==> src/rtl/channel_reduce_n.sv <==
// Pops COUNT words from an input channel, folds them with a fixed operator
// and pushes the result to an output channel; optionally repeats forever.
//
// state   | meaning
// --------+-----------------------------------------------------------
// RD_WAIT | wait for the input channel to offer an element
// RD_POP  | one-cycle pop strobe to the input channel
// RD_CAP  | element is on in_out_data; fold it into the accumulator
// WR_WAIT | wait for the output channel to accept a word
// WR_PUSH | one-cycle push strobe, result on out_in_data
// DONE    | one-shot finished; valid held high until reset
module channel_reduce_n #(
  parameter int WIDTH   = 32,
  parameter int COUNT   = 4,
  parameter int OP      = 0,
  parameter int ONESHOT = 1
) (
  input  logic             clk,
  input  logic             rst,
  input  logic [WIDTH-1:0] in_out_data,
  input  logic             in_read_ready,
  input  logic             in_write_ready,
  output logic             in_read_valid,
  output logic [WIDTH-1:0] in_in_data,
  output logic             in_write_valid,
  output logic             in_rst,
  input  logic [WIDTH-1:0] out_out_data,
  input  logic             out_read_ready,
  input  logic             out_write_ready,
  output logic [WIDTH-1:0] out_in_data,
  output logic             out_write_valid,
  output logic             out_read_valid,
  output logic             out_rst,
  output logic             valid,
  output logic [15:0]      done_count
);

  typedef enum logic [2:0] {
    RD_WAIT,
    RD_POP,
    RD_CAP,
    WR_WAIT,
    WR_PUSH,
    DONE
  } state_t;

  // min starts from all-ones so the first element always wins
  localparam logic [WIDTH-1:0] ACC_INIT = (OP == 2) ? {WIDTH{1'b1}} : '0;

  state_t           state_q, state_d;
  logic [15:0]      cnt_q, cnt_d;
  logic [WIDTH-1:0] acc_q, acc_d;
  logic [15:0]      done_q, done_d;
  logic [WIDTH-1:0] fold;
  logic             last_elem;
  logic             unused_inputs;

  assign unused_inputs = ^{in_write_ready, out_out_data, out_read_ready};

  assign in_in_data     = '0;
  assign in_write_valid = 1'b0;
  assign in_rst         = 1'b0;
  assign out_read_valid = 1'b0;
  assign out_rst        = 1'b0;
  assign out_in_data    = acc_q;
  assign done_count     = done_q;

  assign last_elem = (({1'b0, cnt_q} + 17'd1) == 17'(COUNT));

  always_comb begin
    case (OP)
      1:       fold = (in_out_data > acc_q) ? in_out_data : acc_q;
      2:       fold = (in_out_data < acc_q) ? in_out_data : acc_q;
      3:       fold = acc_q ^ in_out_data;
      default: fold = acc_q + in_out_data;
    endcase
  end

  always_ff @(posedge clk or negedge rst) begin
    if (!rst) begin
      state_q <= RD_WAIT;
      cnt_q   <= '0;
      acc_q   <= ACC_INIT;
      done_q  <= '0;
    end else begin
      state_q <= state_d;
      cnt_q   <= cnt_d;
      acc_q   <= acc_d;
      done_q  <= done_d;
    end
  end

  always_comb begin
    state_d         = state_q;
    cnt_d           = cnt_q;
    acc_d           = acc_q;
    done_d          = done_q;
    in_read_valid   = 1'b0;
    out_write_valid = 1'b0;
    valid           = 1'b0;
    case (state_q)
      RD_WAIT: begin
        if (in_read_ready) state_d = RD_POP;
      end
      RD_POP: begin
        in_read_valid = 1'b1;
        state_d       = RD_CAP;
      end
      RD_CAP: begin
        acc_d   = fold;
        cnt_d   = cnt_q + 16'd1;
        state_d = last_elem ? WR_WAIT : RD_WAIT;
      end
      WR_WAIT: begin
        if (out_write_ready) state_d = WR_PUSH;
      end
      WR_PUSH: begin
        out_write_valid = 1'b1;
        valid           = 1'b1;
        done_d          = done_q + 16'd1;
        if (ONESHOT != 0) begin
          state_d = DONE;
        end else begin
          state_d = RD_WAIT;
          acc_d   = ACC_INIT;
          cnt_d   = '0;
        end
      end
      DONE: begin
        valid = 1'b1;
      end
      default: state_d = RD_WAIT;
    endcase
  end

endmodule

==> config.mk <==
export PLATFORM = sky130hd
export DESIGN_NAME = channel_reduce_n
export DESIGN_NICKNAME = d
export VERILOG_FILES = /design/src/rtl/channel_reduce_n.sv
export SDC_FILE = /design/constraint.sdc
export NUM_CORES = 1
export LEC_CHECK = 0
export BUFFER_PORTS_ARGS = -buffer_cell sky130_fd_sc_hd__buf_4
export CAP_MARGIN = 20
export CORE_MARGIN = 8
export CORE_UTILIZATION = 30
export CTS_CLUSTER_SIZE = 30
export DETAILED_ROUTE_END_ITERATION = 10
export HOLD_SLACK_MARGIN = 0.15
export PLACE_DENSITY = 0.62
export SKIP_CTS_REPAIR_TIMING = 1
export SYNTH_ARGS = -nofsm -noshare
export SYNTH_HDL_FRONTEND = slang
export SYNTH_SLANG_ARGS = --single-unit
==> constraint.sdc <==
create_clock -name clk -period 2.4 [get_ports clk]
set_clock_uncertainty 0.05 [all_clocks]
set_input_delay 0.24 -clock clk [delete_from_list [all_inputs] [get_ports clk]]
set_output_delay 0.24 -clock clk [all_outputs]
set_load 0.02 [all_outputs]
**After elaboration in Yosys (flattened, before gate mapping)**

Index checks and enable logic that the tools add are counted.
W data, S select, Z words.

- Bits in registers: 67
- Input port bits: 70
- Output and inout bits: 87

- $add $sub $neg: 4
- Equality and inequality tests: 8
- Mux-type cells: 7
- Bitwise gates (word level): 1
- Reduce and logical (&&, ||, !) cells: 3

Operator list:

| operator | count |
|---|---|
| $add A16 B1 Y16 const B | 2 |
| $add A32 B32 Y32 | 1 |
| $pmux W3 S6 | 1 |
| $add A16 B1 Y17 const B | 1 |
| $eq A17 B3 Y1 const B | 1 |
| $eq A3 B2 Y1 const B | 2 |
| $eq A3 B3 Y1 const B | 2 |
| $mux W3 | 2 |
| $ne A2 B2 Y1 const B | 2 |
| $eq A3 B1 Y1 const B | 1 |
| $logic_not A3 Y1 | 1 |
| $mux W1 | 3 |
| $reduce_and A3 Y1 | 1 |
| $mux W2 | 1 |
| $reduce_or A2 Y1 | 1 |
| $not A1 Y1 | 1 |

**Logic depth before layout (Yosys ltp)**

- Depth in word-level cells: 4
- Gate-level depth with buffers: 9
- Depth with buffers taken out: 9

**Worst setup path after synthesis**

No wires, ideal clock.

- Path kind: register to register
- Start: reg acc_q[0] (netlist: out_in_data[0])
- End: reg acc_q[26] (netlist: out_in_data[26])
- Data arrival time: 2.459 ns
- Data required time: 2.225 ns
- Path slack: -0.233 ns
- Stages on the path, launching flop included: 10
- Path buffers: 0
- Period minus slack after synthesis: 2.633 ns
- Cells stage by stage: dfrtp_1 > ha_1 > fa_1 > a21o_1 > a221oi_2 > o31ai_4 > o21ai_2 > o31a_1 > xnor2_1 > mux2_2

- Word-level cells in the longest chain between the ends: 1

RTL lines:

| what | RTL line | text |
|---|---|---|
| start: declaration | 52 | `logic [WIDTH-1:0] acc_q, acc_d;` |
| start signal: assignment | 83 | `acc_q <= ACC_INIT;` |
| start signal: assignment | 88 | `acc_q <= acc_d;` |
| $add A32 B32 Y32 | 75 | `default: fold = acc_q + in_out_data;` |

Every way passes these cells.
A chain may end at the register's enable or synchronous reset.

**Final worst setup path**

- Start: reg acc_q[0] (netlist: out_in_data[0])
- End: reg acc_q[22] (netlist: out_in_data[22])

Same word-level chain as after synthesis.

==> results_dict.tcl <==
set metrics [dict create \
    vias 4298 \
    crit_type "reg -> reg" \
    slew_violations 0 \
    crit_family "compound AO/OA/AOI/OAI gates" \
    viasPerCell 4.72 \
    p_leak_nw 3.02 \
    worst_path_max_delay_cell "dfrtp_2" \
    yosysWarnings 0 \
    synth-edff-count 0 \
    netlist_area_um2 4850 \
    port-buffer-count 86 \
    dp_hpwl_um 9940 \
    async_flop_share_pct 100 \
    period_minus_slack_ps 2460 \
    max_freq_mhz 406 \
    timing.final.crit_share_pct 103 \
    cts_num_sinks 67 \
    initial_core_util_pct 30.7 \
    rrSetupSlack_ps -60 \
    stdcell_count 911 \
    violations "negative setup slack" \
    critPathMaxStageDelay_ps 420 \
    synth.distinct_cells 56 \
    min_to "out_in_data[0]$_DFFE_PN0P_" \
    crit_buf_inv 1 \
    synth_top_cell_by_area "dfrtp_1" \
    r2r_start "out_in_data[0]$_DFFE_PN0P_" \
    grt_pass1_wl_um 20700 \
    setup_ws_ps -60.6 \
    wl_met2_um 5870 \
    setup_violations 8 \
    pre_cts_slack_ps -107 \
    grt_max_degree 42 \
    rsz0062_at_grt "true" \
    cts_tree "yes" \
    cp-start-kind "flop" \
    cellPowerDensity_nw_per_um2 1270 \
    clkTransAtPathRegs_ps 60 \
    die-width_um 143 \
    drc 0 \
    worst_slew_pin_slew_ps 528 \
    wl_met3_um 858 \
    grt_pass1_vias 4182 \
    clk_path_buf_depth 2 \
    topRoutingLayerUsed "met4" \
    place_congestion 0.825 \
    utilization_pct 40.7 \
    io_pins 157 \
    die_area_um2 20500 \
    max-cap-violations 0 \
    grt.total_usage_pct 12.6 \
    drt-met1-wl_um 5950 \
    hold_path_class "in -> reg" \
    htreeDepth 3 \
    syn_to_final_growth_pct 32.7 \
    status "finished with violations" \
    routed_wl_um 12800 \
    cp.required_ps 2570 \
    wire_per_inst_um 14.1 \
    cp_cell_sequence "ha_4 -> fa_2 -> a21o_1 -> a221oi_4 -> o31ai_4 -> o21ai_2 -> buf_6 -> o311ai_2 -> xnor2_1 -> o21ai_1" \
    synth_area_leaders "dfrtp_1 35%, ha_1 8.8%, xnor2_1 7.0%, nand2_1 5.8%, buf_4 5.6%" \
    synth-seq-cells 67 \
    rr_worst_depth 10 \
    dr.pass1.iters 4 \
    synth-main-ff-cell "dfrtp_1" \
    worstHoldPathCells 4 \
    p_total_mw 8.18 \
    ir_drop_mv 0.390 \
    relSlewSlack_pct 64.8 \
    synthCells 555 \
    critPathCaptureType "flop" \
    hold_viol_final 0 \
    ys_seq_area_share_pct 34.6 \
    worstPathMaxFanout 4 \
    drive_above_1_share_pct 28.3 \
    core_um2 15800 \
    regToRegEndpoint "out_in_data[22]$_DFFE_PN0P_" \
    arrival_ps 2630 \
    die_h_um 143 \
    hold_ws_ps 184 \
    numCtsBuffers 9 \
    overflow 0 \
    hp-start "in_out_data[0]" \
    final_antenna_net_count 0 \
    syn_area_per_cell_um2 8.74 \
    cts-root-buf "clkbuf_16" \
    antenna_cells 0 \
    dr.first_iter.drc_count 184 \
    fin_nets 795 \
    dp_cells 889 \
    grt_antenna_before_repair 0 \
    synth.top_cell.area_share_pct 34.6 \
    clock_latency_ps 330 \
    fp-row-count 46 \
]
[metrics by stage]
stage / setup TNS, ps / cell area (µm²)
after floorplan: -60.1 / 5040
after global placement: -512 / 6010
after detailed placement: -608 / 6010
after CTS: -1060 / 6290
after global routing: -2160 / 6440
final: -211 / 6440
[layer usage]
metal / vias to the layer above / GRT usage, %
met1: 2003 / 16.6
met5: - / 0
met4: 0 / 3.97
met2: 94 / 19.4
met3: 10 / 3.71
li1: 2191 / -
[power breakdown]
part / internal [mW] / leakage [nW] / switching, mW
Combinational: 2.37 / 2.03 / 2.73
Sequential: 1.50 / 0.860 / 0.344
Clock: 0.706 / 0.136 / 0.540
Total: 4.57 / 3.02 / 3.61
[worst register-to-register path, cell delays in order, from the launching register on]
cell and delay [ps]:
dfrtp_2 420, ha_4 170, fa_2 350, a21o_1 200, a221oi_4 300, o31ai_4 140
o21ai_2 180, buf_6 140, o311ai_2 100, xnor2_1 220, o21ai_1 80
[final cells by class]
class,count,area (µm²)
Clock buffer,9,225
Clock inverter,7,52.6
Fill cell,1611,9390
Inverter,5,18.8
Multi-Input combinational cell,460,3070
Sequential cell,67,1680
Tap cell,216,270
Timing Repair Buffer,147,1120
[worst max path at each step]
stage	depth (start not counted)	slack, ps	endpoint	from
after floorplan	9	-60	out_in_data[26]$_DFFE_PN0P_	out_in_data[0]$_DFFE_PN0P_
after global placement	10	-110	out_in_data[27]$_DFFE_PN0P_	in_out_data[4]
after detailed placement	10	-110	out_in_data[19]$_DFFE_PN0P_	in_out_data[1]
after CTS	9	-140	out_in_data[19]$_DFFE_PN0P_	out_in_data[4]$_DFFE_PN0P_
after global routing	10	-190	out_in_data[22]$_DFFE_PN0P_	out_in_data[0]$_DFFE_PN0P_
final	10	-60	out_in_data[22]$_DFFE_PN0P_	out_in_data[0]$_DFFE_PN0P_
[Yosys cell counts (all sizes together), types with 6 or more instances]
master and number:
nand4 21, xor2 17, buf 40, xnor2 39, o21ai 44, a21oi 39, o21bai 7, a21o 11
dfrtp 67, nor2b 6, nand3 20, and3 10, ha 34, nand2 76, nor2 26, clkbuf 18
[cells in the final DEF, fill, tap and decap left out, drive strengths merged, types with 7 or more instances in the layout]
cell,count
buf,145
nand2,76
dfrtp,67
o21ai,44
xnor2,39
a21oi,39
conb,36
ha,34
nor2,26
nand4,21
nand3,20
xor2,17
a21o,11
and3,10
clkbuf,9
o21bai,7
inv,7
[cell families after synthesis]
family                     after synthesis  synth area share, %
and+or+nand+nor                        190                 19.4
AOI/OAI and AO/OA                      138                 17.7
DFF                                     67                 34.6
buffers and inverters                   63                 7.76
xor gates and xnor gates                56                 10.1
adders and majority gates               35                 9.18
muxes                                    5                 1.13
other                                    1               0.0773
[registers in the layout, indices dropped and copies added (netlist names)]
register	count
state_q	3
out_in_data	32
done_count	16
cnt_q	16
Power figures use the tool's default switching activity.
